--- config.mk ---
export PLATFORM = sky130hd
export DESIGN_NAME = sdram_port_arbiter
export DESIGN_NICKNAME = d
export VERILOG_FILES = /design/src/rtl/sdram_port_arbiter.sv
export SDC_FILE = /design/constraint.sdc
export NUM_CORES = 1
export LEC_CHECK = 0
export ABC_CLOCK_PERIOD_IN_PS = 1700
export CORE_MARGIN = 4
export CORE_UTILIZATION = 32
export DETAILED_ROUTE_END_ITERATION = 16
export PLACE_DENSITY = 0.75
export SLEW_MARGIN = 40
export SYNTH_ARGS = -nofsm -noshare
export SYNTH_HDL_FRONTEND = slang
export SYNTH_SLANG_ARGS = --single-unit
export TNS_END_PERCENT = 20
--- constraint.sdc ---
create_clock -name clk -period 1.7 [get_ports clk]
set_input_delay 0.34 -clock clk [delete_from_list [all_inputs] [get_ports clk]]
set_output_delay 0.34 -clock clk [all_outputs]
set_load 0.01 [all_outputs]
--- src/rtl/sdram_port_arbiter.sv ---
// sdram_port_arbiter: shares one SDRAM controller burst port between the
// cache line-fill requester (port A, fixed priority) and the write-combining
// flush requester (port B). A starvation counter forces B in after a run of
// A grants, and each burst's fill strobes are routed only to the port that
// owns the controller.
module sdram_port_arbiter #(
    parameter int BURST_LEN    = 4,
    parameter int STARVE_LIMIT = 4
) (
    input  logic        clk,
    input  logic        reset,
    input  logic        a_req,
    input  logic [31:0] a_addr,
    input  logic        a_rw,
    input  logic [15:0] a_wdata,
    output logic        a_fill,
    output logic        a_grant,
    input  logic        b_req,
    input  logic [31:0] b_addr,
    input  logic        b_rw,
    input  logic [15:0] b_wdata,
    output logic        b_fill,
    output logic        b_grant,
    output logic        sdram_req,
    output logic [31:0] sdram_addr,
    output logic        sdram_rw,
    output logic [15:0] sdram_wdata,
    input  logic        sdram_fill,
    output logic        busy
);

    localparam int BEAT_W = (BURST_LEN < 2) ? 1 : $clog2(BURST_LEN + 1);

    typedef enum logic [1:0] {
        IDLE    = 2'd0,
        ISSUE   = 2'd1,
        BURST   = 2'd2,
        RELEASE = 2'd3
    } state_t;

    state_t              state_q, state_d;
    logic                a_grant_q, a_grant_d;
    logic                b_grant_q, b_grant_d;
    logic                sdram_req_q, sdram_req_d;
    logic [31:0]         sdram_addr_q, sdram_addr_d;
    logic                sdram_rw_q, sdram_rw_d;
    logic [3:0]          starve_cnt_q, starve_cnt_d;
    logic [BEAT_W-1:0]   beat_cnt_q, beat_cnt_d;

    logic b_wins;
    logic a_wins;
    logic owner_req;
    logic fill_window;

    // The controller ignores the low address bits of a burst.
    logic unused_addr_bits;
    assign unused_addr_bits = ^{a_addr[2:0], b_addr[2:0]};

    // B wins when A is absent or when A has starved it long enough.
    assign b_wins    = b_req && ((int'(starve_cnt_q) >= STARVE_LIMIT) || !a_req);
    assign a_wins    = a_req && !b_wins;
    assign owner_req = b_grant_q ? b_req : a_req;

    // Fill strobes only belong to a requester while its burst is in flight.
    assign fill_window = (state_q == ISSUE) || (state_q == BURST);

    assign a_fill      = sdram_fill & a_grant_q & fill_window;
    assign b_fill      = sdram_fill & b_grant_q & fill_window;
    assign a_grant     = a_grant_q;
    assign b_grant     = b_grant_q;
    assign busy        = a_grant_q | b_grant_q;
    assign sdram_req   = sdram_req_q;
    assign sdram_addr  = sdram_addr_q;
    assign sdram_rw    = sdram_rw_q;
    assign sdram_wdata = b_grant_q ? b_wdata : a_wdata;

    // Next-state logic: arbitration, burst beat tracking and release handshake.
    always_comb begin
        state_d      = state_q;
        a_grant_d    = a_grant_q;
        b_grant_d    = b_grant_q;
        sdram_req_d  = sdram_req_q;
        sdram_addr_d = sdram_addr_q;
        sdram_rw_d   = sdram_rw_q;
        starve_cnt_d = starve_cnt_q;
        beat_cnt_d   = beat_cnt_q;

        case (state_q)
            IDLE: begin
                if (b_wins) begin
                    b_grant_d    = 1'b1;
                    sdram_req_d  = 1'b1;
                    sdram_addr_d = {b_addr[31:3], 3'b000};
                    sdram_rw_d   = b_rw;
                    starve_cnt_d = 4'd0;
                    state_d      = ISSUE;
                end else if (a_wins) begin
                    a_grant_d    = 1'b1;
                    sdram_req_d  = 1'b1;
                    sdram_addr_d = {a_addr[31:3], 3'b000};
                    sdram_rw_d   = a_rw;
                    if (b_req && (starve_cnt_q != 4'd15)) begin
                        starve_cnt_d = starve_cnt_q + 4'd1;
                    end
                    state_d      = ISSUE;
                end
            end
            ISSUE: begin
                // The first fill beat acknowledges the request.
                if (sdram_fill) begin
                    sdram_req_d = 1'b0;
                    beat_cnt_d  = BEAT_W'(1);
                    state_d     = (BURST_LEN == 1) ? RELEASE : BURST;
                end
            end
            BURST: begin
                // Gaps in sdram_fill simply hold the beat count.
                if (sdram_fill) begin
                    beat_cnt_d = beat_cnt_q + BEAT_W'(1);
                    if (beat_cnt_q == BEAT_W'(BURST_LEN - 1)) begin
                        state_d = RELEASE;
                    end
                end
            end
            RELEASE: begin
                // Hold ownership until the requester acknowledges completion.
                if (!owner_req) begin
                    a_grant_d  = 1'b0;
                    b_grant_d  = 1'b0;
                    beat_cnt_d = '0;
                    state_d    = IDLE;
                end
            end
            default: begin
                state_d = IDLE;
            end
        endcase
    end

    // State register with synchronous reset; reset abandons any burst in flight.
    always_ff @(posedge clk) begin
        if (reset) begin
            state_q      <= IDLE;
            a_grant_q    <= 1'b0;
            b_grant_q    <= 1'b0;
            sdram_req_q  <= 1'b0;
            sdram_addr_q <= 32'd0;
            sdram_rw_q   <= 1'b1;
            starve_cnt_q <= 4'd0;
            beat_cnt_q   <= '0;
        end else begin
            state_q      <= state_d;
            a_grant_q    <= a_grant_d;
            b_grant_q    <= b_grant_d;
            sdram_req_q  <= sdram_req_d;
            sdram_addr_q <= sdram_addr_d;
            sdram_rw_q   <= sdram_rw_d;
            starve_cnt_q <= starve_cnt_d;
            beat_cnt_q   <= beat_cnt_d;
        end
    end

endmodule
# Word level (Yosys, flattened, before mapping)
# Cells that the tools add are included.
# totals
inputBits	103
out_inout_bits	55
register_bits	45
wordCells	78
# op_classes
eq_ne	13
addsub	2
bitwise_logic	5
muxes	29
n_reduce_logical	20
n_lt_le_gt_ge	1
# op_table
cell	n
2-to-1 mux 32 bit	2
2-to-1 mux 16 bit	1
2-to-1 mux 2 bit	6
2-to-1 mux 4 bit	3
!= test 2 bit (second input constant)	6
2-to-1 mux 1 bit	9
2-to-1 mux 3 bit	3
one-hot mux 3 bit (3 select lines)	1
AND reduction 3 bit	3
one-hot mux 2 bit (4 select lines)	1
AND reduction 4 bit	2
nonzero test 2 bit	4
one-hot mux 1 bit (2 select lines)	3
AND reduction 5 bit	1
adder 4 x 1 -> 4 bit (second input constant)	1
AND 1 bit	4
== test 2 bit (second input constant)	2
>= comparator 4 x 3 -> 1 bit (second input constant)	1
!= test 4 bit (second input constant)	1
adder 3 x 1 -> 3 bit (second input constant)	1
== test 3 x 2 -> 1 bit (second input constant)	1
logical AND 1 bit	3
!= test 3 bit (second input constant)	1
nonzero test 3 bit	1
7 further kinds	9

# Longest topological paths before layout
# Gate-level depths: netlist of run 1.
# depth
ltp_word	8
ltp_mapped	8
mapped_depth_nobuf	6

# Worst setup path before layout of run 1
# Ideal clock, no wire load.
# synth_timing
path_type	reg-to-reg
from	register state_q[0]
to	register beat_cnt_q[0]
t_arrival_ps	1526
path_buffers	0
setup_ps	117
required_ps	1583
path_stages_with_launch	7
slack_ps	56
synth_period_minus_slack_ps	1644
path_cell_list	dfxtp_1 > inv_1 > ha_1 > o21ba_2 > a211oi_4 > o21ai_1 > a32o_1
# synth_via
elab_chain_len	3
word_cells_on_any_way	9
classes_between	eq/ne (6); mux (1); reduce/logical (2)
# synth_lines
element	line	rtl
from (decl)	41	state_t state_q, state_d;
from (signal assigned)	152	state_q <= state_d;
== test 2 bit / == test 2 x 1 -> 1 bit (equally long branches)	88	case (state_q)
!= test 2 bit (no line) / nonzero test 3 bit (equally long branches)	-	
AND reduction 4 bit (no line)	-	
to (signal assigned)	159	beat_cnt_q <= beat_cnt_d;
to (decl)	48	logic [BEAT_W-1:0] beat_cnt_q, beat_cnt_d;
# Parallel ways exist; a longest one is shown, timed or not.
# A chain may end at the register's enable or synchronous reset.

# Worst setup path in the final report of run 1
# layout_timing
from	register b_grant_q (netlist: b_grant)
to	output sdram_wdata[7]
# layout_via
elab_chain_len	1
# layout_lines
element	line	rtl
from (decl)	43	logic b_grant_q, b_grant_d;
from (signal assigned)	154	b_grant_q <= b_grant_d;
2-to-1 mux 16 bit	75	assign sdram_wdata = b_grant_q ? b_wdata : a_wdata;
to (decl)	27	output logic [15:0] sdram_wdata,
# Every way passes these cells.

==> impl_metrics.json, run 1 <==
{
  "cp.arrival_ns": 1.36,
  "cts_max_path_buffers": 2,
  "multi_input_area_mm2": 0.00130,
  "hpwl_um": 5360,
  "fp.dieH_um": 91.5,
  "timing.critical_path.mode_cell": "buf_6",
  "postRouteAntennaNets": 0,
  "fmax_mhz": 590,
  "n_fill_cell": 625,
  "wl_per_cell_um": 14.6,
  "die-area_mm2": 0.00837,
  "crit_chain": "buf_6 -> buf_12 -> mux2_2 -> buf_6",
  "peakVddDrop_mv": 0.572,
  "critPathMaxFanout": 7,
  "hold_path.class": "reg2reg",
  "final_hold_viol_count": 0,
  "setup_viol": 0,
  "layout_common_cells": "clkdlybuf4s50_1 (127), dfxtp_1 (39), a21oi_1 (38)",
  "cpPeakStageDelay_ns": 0.39,
  "fin_skew_ns": 0.00905,
  "core_area_mm2": 0.00679,
  "drc": 0,
  "initial_utilization_pct": 32.8,
  "cts_root_buffer": "clkbuf_8",
  "syn_area_per_cell_um2": 9.45,
  "postCtsHoldBufs": 0,
  "period_share_pct": 99.7,
  "layout.nets": 502,
  "seq_area_frac_synth_pct": 37.7,
  "ys_warn_count": 0,
  "cp_slowest_cell": "dfxtp_4",
  "diodes": 0,
  "drv_slew": 0,
  "cts_made_buffers": 5,
  "synth_edf_count": 0,
  "power.density_mw_per_mm2": 1120,
  "clk_pin_slew_ns": 0.08,
  "io_buffers": 148,
  "drtIter0Drc": 61,
  "viasPerCell": 4.72,
  "setup-tns-final_ns": 0,
  "startpoint_type": "flip-flop",
  "place_inst": 479,
  "firstDrtPassIters": 4,
  "rsz0062_at_grt": "yes",
  "grtUsageTotal_pct": 16.3,
  "place_congestion": 0.767,
  "cts.sinks": 42,
  "io_pins": 158,
  "grt_pass1_vias": 2243,
  "netlist_instances": 236,
  "worstPathRequired_ns": 1.36,
  "path_class": "reg2out",
  "end_kind": "primary output",
  "cts_tree": "done",
  "pre_cts_slack_ns": -0.348,
  "ff2ff_setup_slack_ns": 0.08,
  "final_common_cell": "clkdlybuf4s50_1",
  "syn_area_mm2": 0.00223,
  "fin_ws_ns": 0.00465,
  "antenna_found_initial": 0,
  "insertion_delay_ns": 0.30,
  "ys.flop_type": "dfxtp_1",
  "grt_max_degree": 37,
  "drive_above_1_share_pct": 20.4,
  "synthArstFlopShare_pct": 0,
  "min_period_ns": 1.70,
  "area_delta_synth_final_pct": 82.9,
  "finalWirelength_um": 7130,
  "leakagePower_nw": 1.74,
  "status": "finished, final reports clean",
  "vias": 2307,
  "cts_htree_levels": 2,
  "utilization_pct": 60.0,
  "die_x_um": 91.5,
  "stdcell_count": 489,
  "yosysUniqueCellTypes": 38,
  "overflow": 0,
  "maxCapViolations": 0,
  "seq_area_um2": 847,
  "num_rows": 30,
  "ys_seq_elements": 42,
  "grt_pass1_wl_um": 11100
}
-- critical path: cells and delay by family (launching register included) --
family                 cells  cell delay, ns
buffers and inverters      3            0.33
flip-flops                 1            0.39
multiplexers               1            0.34
-- metal layers --
layer | vias up | wire, um | share of wire, % | global-route usage, %
met2 | 97 | 3550 | 50 | 28.3
met3 | 8 | 653 | 9.2 | 5.97
li1 | 1163 | - | - | -
met4 | 0 | 83 | 1.2 | 4.27
met1 | 1039 | 2850 | 40 | 18.7
met5 | - | 0 | 0 | 0
-- state kept, by name, summed over array words and instances (netlist names) --
register	flops
sdram_rw	1
sdram_addr	29
state_q	2
b_grant	1
a_grant	1
sdram_req	1
beat_cnt_q	3
starve_cnt_q	4
-- cell usage after synthesis, types with 3 or more instances --
cell,number,share of area [%]
mux2i_1,32,14
mux2_2,16,8.1
buf_6,4,2.0
clkbuf_1,14,2.4
ha_1,7,3.9
nand2_1,3,0.51
o21ai_0,31,7.0
inv_1,8,1.3
o21ai_1,3,0.67
and3_1,4,1.1
buf_4,3,1.0
a21oi_1,38,8.5
dfxtp_1,42,38
-- metrics by stage --
step	area (um^2)	hold slack, ns	power [W]
final	4080	0.468	0.00457
after global placement	3920	0.445	0.00376
after detailed placement	3920	0.457	0.00381
after global routing	4080	0.491	0.00489
after floorplan	2240	0.436	0.00250
after CTS	4020	0.471	0.00453
-- worst paths after layout --
path                                     from             end  cells past startpoint
worst min-delay path            beat_cnt_q[2]   beat_cnt_q[2]                      2
worst min register to register  beat_cnt_q[2]   beat_cnt_q[2]                      2
worst max register to register        b_grant      state_q[1]                      5
worst max-delay path                  b_grant  sdram_wdata[7]                      4
-- cells by family (layout without fill, tap and decap cells) --
group | count (synthesis) | count (layout) | share of synthesized area (%)
fa+ha+maj | 7 | 7 | 3.93
buf+inv | 30 | 185 | 6.96
compound gates | 83 | 83 | 21.5
other cells | 1 | 3 | 0.168
mux | 49 | 49 | 23.1
simple gates | 24 | 24 | 6.62
flops | 42 | 42 | 37.7
-- power breakdown --
group          internal (W)  switching, W
Combinational       0.00140       0.00104
Clock              0.000289      0.000373
Sequential          0.00131      0.000172
-- what timing repair did --
| action | 4_1_cts | 5_1_grt |
|---|---|---|
| setup buffers | 2 | 0 |
| endpoints found under the setup margin | 26 | 24 |
| resized for setup | 67 | 32 |
| pin swaps | 2 | 3 |
| cloned | 1 | 0 |
-- area by class of cell --
class	count	share of cell area, %
clock buffer	5	1.69
clock inverter	3	0.522
inverter	8	0.798
multi-input combinational	166	31.9
sequential	42	20.8
tap	96	2.95
timing repair buffer	169	41.4
Power figures use the tool's default switching activity.
==> run 2: changes to the inputs <==
--- a/config.mk
+++ b/config.mk
@@ -5,10 +5,10 @@
 export SDC_FILE = /design/constraint.sdc
 export NUM_CORES = 1
 export LEC_CHECK = 0
-export ABC_CLOCK_PERIOD_IN_PS = 1700
 export CORE_MARGIN = 4
 export CORE_UTILIZATION = 32
 export DETAILED_ROUTE_END_ITERATION = 16
+export HOLD_SLACK_MARGIN = 0.15
 export PLACE_DENSITY = 0.75
 export SLEW_MARGIN = 40
 export SYNTH_ARGS = -nofsm -noshare
==> results of run 2 <==
Same layout as run 1: the final DEF is identical, and so are final timing and power.
==> run 3: changes to the inputs <==
--- a/config.mk
+++ b/config.mk
@@ -10,6 +10,7 @@
 export DETAILED_ROUTE_END_ITERATION = 16
 export HOLD_SLACK_MARGIN = 0.15
 export PLACE_DENSITY = 0.75
+export SETUP_SLACK_MARGIN = 0.15
 export SLEW_MARGIN = 40
 export SYNTH_ARGS = -nofsm -noshare
 export SYNTH_HDL_FRONTEND = slang
==> run 3 against run 2 <==
Register-to-register slack got worse by 0.02 ns. Clock skew increased by 0.0029 ns. Final area increased by 7.0%. Non-clock buffer count increased by 8. Die area unchanged. Global-route usage decreased by 0.32 points. Combinational power increased by 4%. First-iteration DRC count decreased by 1.6%.
==> impl_metrics.json, run 3 (synthesis results as in run 1) <==
{
  "status": "finished, final reports clean",
  "fin_skew_ns": 0.0119,
  "drive_above_1_share_pct": 23.4,
  "diodes": 0,
  "final_common_cell": "clkdlybuf4s50_1",
  "die_x_um": 91.5,
  "path_class": "reg2reg",
  "cts_made_buffers": 5,
  "grt_pass1_wl_um": 11000,
  "viasPerCell": 4.71,
  "firstDrtPassIters": 4,
  "switchingPower_w": 0.00158,
  "grtUsageTotal_pct": 16.0,
  "initial_utilization_pct": 32.8,
  "place_congestion": 0.746,
  "leakagePower_nw": 2.20,
  "cts_max_path_buffers": 2,
  "io_pins": 158,
  "stdcell_area_mm2": 0.00436,
  "die-area_mm2": 0.00837,
  "fp.dieH_um": 91.5,
  "wl_per_cell_um": 14.5,
  "grt_max_degree": 40,
  "finalWirelength_um": 7230,
  "hpwl_um": 5280,
  "rsz0062_at_grt": "yes",
  "cp.arrival_ns": 1.83,
  "postCtsHoldBufs": 0,
  "core_area_mm2": 0.00679,
  "antenna_found_initial": 0,
  "postRouteAntennaNets": 0,
  "wl_met2_um": 3740,
  "end_kind": "flip-flop",
  "cts_tree": "done",
  "reg2reg_to": "state_q[1]",
  "drv_slew": 0,
  "postPlaceCellArea_mm2": 0.00394,
  "area_delta_synth_final_pct": 95.6,
  "layout.nets": 510,
  "fin_ws_ns": 0.0585,
  "hold_path.class": "reg2reg",
  "overflow": 0,
  "cpPeakStageDelay_ns": 0.36,
  "wl_met3_um": 535,
  "vias": 2342,
  "power.density_mw_per_mm2": 1070,
  "critPathMaxFanout": 10,
  "cts.sinks": 42,
  "crit_path_end": "state_q[1]",
  "cp_slowest_cell": "dfxtp_4",
  "drtIter0Drc": 60,
  "largest_register_ffs": 29,
  "drc": 0,
  "p_int_w": 0.00306,
  "clk_pin_slew_ns": 0.09,
  "layout_common_cells": "clkdlybuf4s50_1 (101), dfxtp_1 (39), a21oi_1 (38)",
  "n_fill_cell": 577,
  "period_share_pct": 96.6,
  "maxCapViolations": 0,
  "io_buffers": 148,
  "r2r_start": "b_grant",
  "rr_worst_depth": 6,
  "seq_power_share_pct": 31.6,
  "m1WireLength_um": 2850,
  "cts_htree_levels": 2,
  "peakVddDrop_mv": 0.602,
  "crit_chain": "buf_12 -> buf_6 -> mux2_4 -> a2111oi_4 -> mux2i_1 -> nor2_1",
  "ff2ff_setup_slack_ns": 0.06,
  "power_frac_comb_pct": 54.5,
  "insertion_delay_ns": 0.30,
  "min_period_ns": 1.64,
  "utilization_pct": 64.2,
  "pre_cts_slack_ns": -0.295,
  "p_clk_share_pct": 13.8,
  "topRoutingLayerUsed": "met4",
  "grt_pass1_vias": 2306,
  "startpoint_type": "flip-flop",
  "switching_share_pct": 34.1,
  "crit_path_start": "b_grant",
  "num_rows": 30,
  "worstPathRequired_ns": 1.89,
  "fmax_mhz": 609,
  "final_hold_viol_count": 0,
  "cts_root_buffer": "clkbuf_8",
  "setup_viol": 0
}
run 3: cell count changes in the layout (fill, tap and decap cells not counted), sizes merged, moves of 2 or more:
cell	change
clkdlybuf4s50	-26
clkbuf	-2
buf	+12
dlymetal6s2s	+27
run 3: how the worst min path moves through the flow:
stage,cells after the start,from,slack [ns],to
final,2,starve_cnt_q[1],0.47,starve_cnt_q[1]
after global routing,2,starve_cnt_q[1],0.50,starve_cnt_q[1]
after CTS,2,beat_cnt_q[2],0.47,beat_cnt_q[2]
after detailed placement,2,beat_cnt_q[2],0.46,beat_cnt_q[2]
after global placement,2,starve_cnt_q[1],0.45,starve_cnt_q[1]
after floorplan,2,starve_cnt_q[1],0.44,starve_cnt_q[1]
run 3: repair_timing:
| item | in CTS | in global routing |
|---|---|---|
| pin swaps | 2 | 13 |
| buffers inserted | 2 | 6 |
| setup endpoints to repair | 59 | 81 |
| resized for setup | 71 | 84 |
| gates cloned | 0 | 2 |
run 3: through the flow:
| stage | TNS (ns) | total power, W | cells | hold WS (ns) |
|---|---|---|---|---|
| after floorplan | 0 | 0.00252 | 238 | 0.436 |
| after global placement | -10.55 | 0.00380 | 479 | 0.447 |
| after detailed placement | -10.46 | 0.00386 | 479 | 0.459 |
| after CTS | 0 | 0.00452 | 489 | 0.471 |
| after global routing | -0.000242 | 0.00493 | 497 | 0.499 |
| final | 0 | 0.00465 | 497 | 0.467 |
run 3: per-layer routing:
metal | GRT usage [%] | vias to the layer above
li1 | - | 1178
met4 | 5.03 | 0
met5 | 0 | -
met2 | 28.5 | 81
met1 | 18.0 | 1072
met3 | 4.72 | 11
run 3: worst max-delay path, delay by kind of cell, from the launching register on:
family / cells / cell delay (ns)
AOI/OAI and AO/OA: 1 / 0.34
buffers and inverters: 2 / 0.25
DFF: 1 / 0.36
muxes: 2 / 0.54
and+or+nand+nor: 1 / 0.05
run 3: final cells by class:
cell class / count / area, um^2 / share of cell area, %
inverters: 8 / 30.0 / 0.688
repair buffers: 177 / 1920 / 44.1
flip-flops and latches: 42 / 847 / 19.4
well taps: 96 / 120 / 2.75
multi-input cells: 166 / 1360 / 31.1
clock buffers: 6 / 72.6 / 1.66
clock inverters: 2 / 13.8 / 0.316
run 3: power by group through the flow:
stage | clock network, W | logic [W] | registers [W]
2_1_floorplan | 0 | 0.000905 | 0.00161
3_3_place_gp | 0 | 0.00234 | 0.00147
3_5_place_dp | 0 | 0.00237 | 0.00148
4_1_cts | 0.000665 | 0.00238 | 0.00148
5_1_grt | 0.000694 | 0.00272 | 0.00151
6_report | 0.000643 | 0.00253 | 0.00147
